<file path="src/rtl/clk_freq_monitor.sv">
// clk_freq_monitor
//   Measures the period of an asynchronous monitored clock (clk_in) in
//   system-clock cycles, reports each period, asserts lock after LOCK_CNT
//   consecutive in-tolerance periods and flags loss of clk_in.
//
// Ports:
//   clk         in   system clock
//   rst_n       in   asynchronous reset, active-high
//   en          in   monitor enable (sync to clk)
//   clk_in      in   monitored clock (async to clk)
//   period      out  last measured period, clk cycles (saturating)
//   period_vld  out  one-cycle pulse when period updates
//   in_range    out  last period within NOM_PERIOD +/- TOL
//   lock        out  LOCK_CNT consecutive in-range periods seen
//   timeout     out  clk_in lost (high while in LOST)
//
// Optional (macro CLK_MON_MINMAX_EN):
//   minmax_clr  in   clear min/max trackers (priority over update)
//   period_min  out  smallest period seen since reset/clear
//   period_max  out  largest period seen since reset/clear
module clk_freq_monitor #(
    parameter int unsigned CNT_W      = 16,
    parameter int unsigned NOM_PERIOD = 100,
    parameter int unsigned TOL        = 2,
    parameter int unsigned LOCK_CNT   = 4,
    parameter int unsigned TIMEOUT    = 1000
) (
    input  logic             clk,
    input  logic             rst_n,
    input  logic             en,
    input  logic             clk_in,
`ifdef CLK_MON_MINMAX_EN
    input  logic             minmax_clr,
    output logic [CNT_W-1:0] period_min,
    output logic [CNT_W-1:0] period_max,
`endif
    output logic [CNT_W-1:0] period,
    output logic             period_vld,
    output logic             in_range,
    output logic             lock,
    output logic             timeout
);

    localparam int unsigned GW = $clog2(LOCK_CNT + 1);
    localparam logic [GW-1:0]         LOCK_V    = GW'(LOCK_CNT);
    localparam logic [CNT_W:0]        TIMEOUT_V = (CNT_W+1)'(TIMEOUT);
    localparam logic signed [CNT_W:0] NOM_S     = (CNT_W+1)'(NOM_PERIOD);
    localparam logic signed [CNT_W:0] TOL_S     = (CNT_W+1)'(TOL);

    typedef enum logic [1:0] {
        IDLE,
        WAIT_FIRST,
        MEASURE,
        LOST
    } state_t;

    state_t            state;
    logic              sync1, sync2, prev;
    logic [CNT_W-1:0]  cnt;
    logic [GW-1:0]     good_cnt;

    logic              rise;
    logic [CNT_W:0]    cnt_inc;
    logic [CNT_W-1:0]  period_sat;
    logic signed [CNT_W:0] diff;
    logic              in_rng;
    logic              hit_timeout;
    logic [GW-1:0]     good_inc;

    always_comb begin
        rise        = sync2 & ~prev;
        cnt_inc     = {1'b0, cnt} + 1'b1;
        // cnt+1 doubles as the saturating counter increment and the period
        period_sat  = cnt_inc[CNT_W] ? '1 : cnt_inc[CNT_W-1:0];
        // one extra sign bit keeps the deviation from wrapping
        diff        = $signed({1'b0, period_sat}) - NOM_S;
        in_rng      = (diff <= TOL_S) && (diff >= -TOL_S);
        hit_timeout = (cnt_inc == TIMEOUT_V);
        good_inc    = (good_cnt == LOCK_V) ? good_cnt : good_cnt + 1'b1;
    end

    always_ff @(posedge clk or posedge rst_n) begin
        if (rst_n) begin
            state      <= IDLE;
            sync1      <= 1'b0;
            sync2      <= 1'b0;
            prev       <= 1'b0;
            cnt        <= '0;
            good_cnt   <= '0;
            period     <= '0;
            period_vld <= 1'b0;
            in_range   <= 1'b0;
            lock       <= 1'b0;
            timeout    <= 1'b0;
        end else begin
            sync1      <= clk_in;
            sync2      <= sync1;
            prev       <= sync2;
            period_vld <= 1'b0;
            if (!en) begin
                state    <= IDLE;
                cnt      <= '0;
                good_cnt <= '0;
                lock     <= 1'b0;
                timeout  <= 1'b0;
            end else begin
                case (state)
                    IDLE: begin
                        cnt   <= '0;
                        state <= WAIT_FIRST;
                    end
                    WAIT_FIRST, MEASURE: begin
                        if (rise) begin
                            // first edge after IDLE is only a reference
                            cnt   <= '0;
                            state <= MEASURE;
                            if (state == MEASURE) begin
                                period     <= period_sat;
                                period_vld <= 1'b1;
                                in_range   <= in_rng;
                                if (in_rng) begin
                                    good_cnt <= good_inc;
                                    lock     <= (good_inc == LOCK_V);
                                end else begin
                                    good_cnt <= '0;
                                    lock     <= 1'b0;
                                end
                            end
                        end else begin
                            cnt <= period_sat;
                            if (hit_timeout) begin
                                state    <= LOST;
                                timeout  <= 1'b1;
                                lock     <= 1'b0;
                                good_cnt <= '0;
                            end
                        end
                    end
                    LOST: begin
                        if (rise) begin
                            cnt     <= '0;
                            timeout <= 1'b0;
                            state   <= MEASURE;
                        end else begin
                            cnt <= period_sat;
                        end
                    end
                    default: state <= IDLE;
                endcase
            end
        end
    end

`ifdef CLK_MON_MINMAX_EN
    always_ff @(posedge clk or posedge rst_n) begin
        if (rst_n) begin
            period_min <= '1;
            period_max <= '0;
        end else if (minmax_clr) begin
            period_min <= '1;
            period_max <= '0;
        end else if (en && state == MEASURE && rise) begin
            if (period_sat < period_min) period_min <= period_sat;
            if (period_sat > period_max) period_max <= period_sat;
        end
    end
`endif

endmodule

</file>
<file path="config.mk">
export PLATFORM = sky130hd
export DESIGN_NAME = clk_freq_monitor
export DESIGN_NICKNAME = d
export VERILOG_FILES = /design/src/rtl/clk_freq_monitor.sv
export SDC_FILE = /design/constraint.sdc
export NUM_CORES = 1
export LEC_CHECK = 0
export CORE_AREA = 3 3 128 81
export CTS_BUF_LIST = sky130_fd_sc_hd__clkbuf_4 sky130_fd_sc_hd__clkbuf_8
export DETAILED_ROUTE_END_ITERATION = 6
export DIE_AREA = 0 0 131 84
export PLACE_DENSITY_LB_ADDON = 0.25
export SYNTH_ARGS = -nofsm -noshare
export SYNTH_HDL_FRONTEND = slang
export SYNTH_SLANG_ARGS = --single-unit
</file>
<file path="constraint.sdc">
create_clock -name clk -period 5.6 [get_ports clk]
set_clock_uncertainty 0.15 [all_clocks]
set_input_delay 0.56 -clock clk [delete_from_list [all_inputs] [get_ports clk]]
set_output_delay 0.56 -clock clk [all_outputs]
set_load 0.02 [all_outputs]
</file>
==> results.toml, run 1 <==
[outcome]
status = "complete, no violations"

[floorplan]
dieArea_um2 = 11000
die_y_um = 84
coreArea_um2 = 9155
start_util = 0.3306
rows = 27
io_pins = 24
die_x_um = 131

[yosys]
synth_edf_count = 0
synth_mux_area_frac = 0.01364
ys_seq_area_frac = 0.3638
synth_fa_ha_area_frac = 0.03721
yosys.area_share.simple = 0.2956
synth.avg_cell_area_um2 = 8.697
synth_fp_nets = 361
synth_area_leaders = "dfrtp_1 36%, nand2_1 5.1%, nor2_1 4.6%, o21ai_0 4.3%, xnor2_1 4.1%"
synth_xor_area_frac = 0.04919
yosys.area.top_type = "dfrtp_1"
synth_top_area_frac = 0.3638
syn_area_um2 = 3027
synth_compound_area_frac = 0.1922
ys_seq_elements = 44
syn_inst = 348
synth_flop_cell = "dfrtp_1"
ys_types = 71
synth_warnings = 0
synth-async-reset-ratio = 1.000
synth_top_family_by_area = "simple AND/OR/NAND/NOR gates"

[routing]
ant_nets = 0
avgViaCountPerCell = 5.666
routedWlPerCell_um = 17.47
drt_pass1_iterations = 5
first_iter_violations = 351
drc = 0
drt_wl_total_um = 8527
vias = 2765

[cells_and_area]
final_cell_mix = "44 x dfrtp_1, 41 x nand2_1, 37 x nor2_1"
final_common_cell = "dfrtp_1"
area_growth_pct = 12.73
drive_gt1_frac = 0.07263
n_antenna_cell = 0
fin_nets = 370
fillers = 955
fin_area_um2 = 3412

[timing]
period_minus_slack_ps = 4396
finalSetupViolCount = 0
drv_slew = 0
tightest_slew_ps = 953.7
grt_setup_unrepaired = "false"
hold_viol = 0
fin_crit_sh = 0.7850
relSlewSlack = 0.3624
tns_ps = 0
timing.fmax_ghz = 0.2275

[worst_setup_path]
critPathCaptureType = "flop"
r2r-end = "good_cnt[0]$_DFFE_PP0P_"
critPathTopFamily = "simple AND/OR/NAND/NOR gates"
worst-endpoint-arrival_ps = 4470
path_max_fanout = 11
r2r-start = "cnt[0]$_DFF_PP0_"
crit_chain = "ha_1, nand4_4, nor4_2, nor2_1, ha_1, inv_1, o32a_1, a2111oi_1, nor3b_1, a32oi_1, a22oi_1, a31oi_1, o211ai_2"
r2r_cells = 13
cp.depth = 13
worstPathRequired_ps = 5680
path_buf_inv = 1
startpoint_type = "flop"
rrSetupSlack_ps = 1200
slowest_delay_ps = 770
setup.worst_path.class = "reg -> reg"
crit_top_cell = "ha_1"
cp_slowest_cell = "nor4_2"

[global_route]
grt_pass1_vias = 2565
grt_max_degree = 45
grt_pass1_wl_um = 14040
gr-total-overflow = 0
gr-usage-all-layers = 0.1637
antenna_found_initial = 0

[clocking]
ctsLongestPathBuffers = 2
cts_setup_buffers = 0
cts_sinks = 44
clk_pin_slew_ps = 90
cts_tree = "yes"
cts_inserted_buffers = 5
ctsResizeCount = 0
htreeDepth = 2
clock-root-buffer = "clkbuf_8"
clkLatencyLatePin_ps = 300
holdBufCountCts = 0

[place]
port_buffers = 23
dp_hpwl_um = 6268
gp_congestion = 0.9525
place_area_um2 = 3314

[min_path]
min-delay-start = "sync1$_DFF_PP0_"
holdCritPathClass = "reg -> reg"
holdPathEnd = "sync2$_DFF_PP0_"
min_delay_path_depth = 0

[power_and_ir_drop]
ir_drop_v = 0.00008172
power.density_nw_per_um2 = 220.3
p_leak_nw = 1.303

[flow_run]
cap_violations = 0
## layer usage
metal / routed length [um] / global-route usage / part of all wire / up-vias
li1: - / - / - / 1291
met1: 4507 / 0.2753 / 0.53 / 1335
met2: 3124 / 0.1920 / 0.37 / 131
met3: 846 / 0.05307 / 0.099 / 8
met4: 48 / 0.03361 / 0.0056 / 0
met5: 0 / 0 / 0 / -
## cell usage after synthesis, drive strengths merged, types with 3 or more instances
cell / n
a31oi: 9
clkbuf: 11
nor2: 37
xnor2: 14
o21ai: 29
a21boi: 4
ha: 9
o311ai: 3
nand3b: 3
nand4b: 3
a211oi: 3
inv: 11
a22oi: 3
nor3: 10
a21oi: 8
buf: 10
nor2b: 3
nand4: 8
mux2i: 3
or3b: 3
and4: 5
xor2: 3
and2: 7
nand3: 13
nor4: 7
nand2: 42
dfrtp: 44
and3: 6
## cell type report
cell class              instances  area, um^2  area share
flip-flops and latches         44        1101      0.3227
multi-input cells             272        1779      0.5215
clock buffers                   7       90.09     0.02640
clock inverters                 1       7.507    0.002200
inverters                      11       41.29     0.01210
repair buffers                 23       230.2     0.06747
well taps                     130       162.7     0.04767
## worst reg2reg max path, stage by stage (launching register included)
cell and delay (ps):
dfrtp_1 560, ha_1 490, nand4_4 240, nor4_2 770, nor2_1 220, ha_1 300, inv_1 120, o32a_1 170
a2111oi_1 90, nor3b_1 260, a32oi_1 90, a22oi_1 430, a31oi_1 230, o211ai_2 200
## cells by family after synthesis
group	count (synthesis)
compound gates	85
xor+xnor	17
fa+ha+maj	9
buf+inv	32
flops	44
mux	4
simple gates	157
## state kept, by name, summed over array words and instances (netlist names), 2 cells and up
register,cells
state,2
good_cnt,3
cnt,16
period,16
## how the worst max path moves through the flow
stage	startpoint	to	slack, ps
final	cnt[0]$_DFF_PP0_	good_cnt[0]$_DFFE_PP0P_	1200
after global routing	cnt[0]$_DFF_PP0_	good_cnt[0]$_DFFE_PP0P_	820
after CTS	cnt[0]$_DFF_PP0_	good_cnt[0]$_DFFE_PP0P_	1310
after detailed placement	cnt[0]$_DFF_PP0_	good_cnt[0]$_DFFE_PP0P_	1330
after global placement	cnt[0]$_DFF_PP0_	good_cnt[0]$_DFFE_PP0P_	1490
after floorplan	cnt[1]$_DFF_PP0_	good_cnt[0]$_DFFE_PP0P_	2210
## where the power goes
| part | internal [mW] | switching [mW] |
|---|---|---|
| sequential | 0.344 | 0.0220 |
| clock | 0.105 | 0.115 |
| combinational | 0.0677 | 0.0975 |
| total | 0.517 | 0.235 |
## stage by stage
stage	setup WS, ps	cells	hold WS, ps	util	power (mW)
6_report	1204	488	201.5	0.3727	0.7517
5_1_grt	822.8	488	229.8	0.3727	0.7979
4_1_cts	1308	488	204.1	0.3727	0.7595
3_5_place_dp	1335	480	184.7	0.3620	0.5383
3_3_place_gp	1490	480	183.6	0.3620	0.5349
2_1_floorplan	2210	348	181.2	-	0.4763
No activity file was read; power rests on OpenSTA's default activity.
==> inputs of run 2 (changes only) <==
clock period = 3.5 ns   (was 5.6 ns; I/O delays follow)
==> run 2 against run 1 <==
Net effect:
- global-route usage rose by 0.084 points
- die area did not move
- critical path depth fell by 4
- flip-flop and latch count did not move
- power rose by 60%
- clock power rose by 57%
- first-iteration DRC count fell by 23%
==> results.toml, run 2 (synthesized netlist as in run 1, its figures left out) <==
[power_and_ir_drop]
p_leak_nw = 1.479
ir_drop_v = 0.0001416
seqPwrFrac = 0.477
pwr-share-comb = 0.236
power_mw = 1.203
p_int_mw = 0.8351
p_sw_frac = 0.3059
clkPwrFrac = 0.288
power.density_nw_per_um2 = 321.4
power_switching_mw = 0.3680

[floorplan]
die_x_um = 131
rows = 27
start_util = 0.3306
die_y_um = 84
coreArea_um2 = 9155
dieArea_um2 = 11000
io_pins = 24

[clocking]
clkLatencyLatePin_ps = 310
htreeDepth = 2
cts_tree = "yes"
cts_sinks = 44
clock-root-buffer = "clkbuf_8"
ctsLongestPathBuffers = 2
cts_inserted_buffers = 5
clk_pin_slew_ps = 80
cts_setup_buffers = 0

[min_path]
holdPathEnd = "sync2$_DFF_PP0_"
min_delay_path_depth = 0
min-delay-start = "sync1$_DFF_PP0_"
holdCritPathClass = "reg -> reg"

[routing]
drt_pass1_iterations = 5
avgViaCountPerCell = 5.465
vias = 2869
drt_wl_total_um = 8860
first_iter_violations = 270
ant_nets = 0
drc = 0
routedWlPerCell_um = 16.88

[timing]
timing.fmax_ghz = 0.2951
drv_slew = 0
tns_ps = 0
fin_ws_ps = 111.0
period_minus_slack_ps = 3389
hold_viol = 0
fin_crit_sh = 0.9683
relSlewSlack = 0.3933
tightest_slew_ps = 910.1
finalSetupViolCount = 0
grt_setup_unrepaired = "false"

[flow_run]
cap_violations = 0

[cells_and_area]
n_antenna_cell = 0
post-route-util = 0.4089
layout.cells.non_filler = 525
multi_input_area_um2 = 1828
fin_nets = 407
final_cell_mix = "41 x nand2_1, 40 x dfrtp_1, 37 x nor2_1, 37 x buf_4, 26 x o21ai_0"
final_common_cell = "nand2_1"
drive_gt1_frac = 0.1848
reg_top3 = "cnt (16), period (16), good_cnt (3)"
ff_latch_area_um2 = 1106
fillers = 915
area_growth_pct = 23.69

[place]
pre_cts_slack_ps = -105.1
port_buffers = 23
gp_congestion = 0.9472
dp_hpwl_um = 6784
placedCellCount = 517

[worst_setup_path]
r2r_cells = 9
rrSetupSlack_ps = 110
worstPathRequired_ps = 3570
worst-endpoint-arrival_ps = 3460
startpoint_type = "flop"
critPathCaptureType = "flop"
r2r-end = "good_cnt[1]$_DFFE_PP0P_"
setup.worst_path.class = "reg -> reg"
r2r-start = "cnt[8]$_DFF_PP0_"
path_max_fanout = 6

[global_route]
gr-usage-all-layers = 0.1645
antenna_found_initial = 0
gr-total-overflow = 0
grt_pass1_vias = 2619
grt_pass1_wl_um = 14300
grt_max_degree = 45

[outcome]
status = "complete, no violations"
==> run 2: changes by cell type in the layout (fill, tap and decap cells not counted), moves of 2 or more <==
cell,previous run,this run
buf_4,0,37
dfrtp_1,44,40
dfrtp_2,0,4
ha_1,9,7
ha_2,0,2
==> run 2: final cells by class <==
class	instances	share of cell area
tap	130	0.04345
timing repair buffer	60	0.1357
clock inverter	1	0.002005
multi-input combinational	272	0.4883
sequential	44	0.2955
clock buffer	7	0.02406
inverter	11	0.01103
==> run 2: worst max-delay path: stages (launching register included) <==
cell,delay [ps]
dfrtp_1,490
and4_1,340
o211ai_1,210
a211o_1,420
or3b_4,420
or3b_4,420
nor4b_4,340
and4_1,260
a31oi_2,60
o22ai_1,170
==> run 2: repair_timing <==
| item | 4_1_cts | 5_1_grt |
|---|---|---|
| endpoints found under the setup margin | 5 | 5 |
| gates cloned | 0 | 0 |
| hold buffers | 0 | 0 |
| gates resized for setup | 1 | 11 |
==> run 2: stage by stage <==
step / instance area, um^2 / hold WS [ps]
global placement: 3592 / 185.0
detailed placement: 3592 / 191.8
floorplan: 3027 / 181.2
CTS: 3695 / 212.3
finish: 3744 / 209.1
global route: 3744 / 215.9
==> run 2: worst max-delay path by stage <==
stage	to	from
global route	good_cnt[0]$_DFFE_PP0P_	cnt[0]$_DFF_PP0_
detailed placement	good_cnt[1]$_DFFE_PP0P_	cnt[0]$_DFF_PP0_
global placement	good_cnt[1]$_DFFE_PP0P_	cnt[0]$_DFF_PP0_
finish	good_cnt[1]$_DFFE_PP0P_	cnt[8]$_DFF_PP0_
floorplan	good_cnt[0]$_DFFE_PP0P_	cnt[1]$_DFF_PP0_
CTS	good_cnt[1]$_DFFE_PP0P_	cnt[0]$_DFF_PP0_
==> run 2: per-layer routing <==
metal  up-vias  GRT usage  routed length (um)
met2       114     0.1938                3296
met5         -          0                   0
met1      1385     0.2773                4647
li1       1362          -                   -
met3         8    0.05371                 854
met4         0    0.02988                  61
==> run 2: power by group through the flow <==
| stage | clock, mW | combinational [mW] | sequential (mW) |
|---|---|---|---|
| 5_1_grt | 0.379 | 0.319 | 0.581 |
| 4_1_cts | 0.361 | 0.282 | 0.574 |
| 6_report | 0.346 | 0.283 | 0.574 |
| 3_5_place_dp | 0 | 0.281 | 0.585 |
| 3_3_place_gp | 0 | 0.281 | 0.582 |
| 2_1_floorplan | 0 | 0.145 | 0.617 |
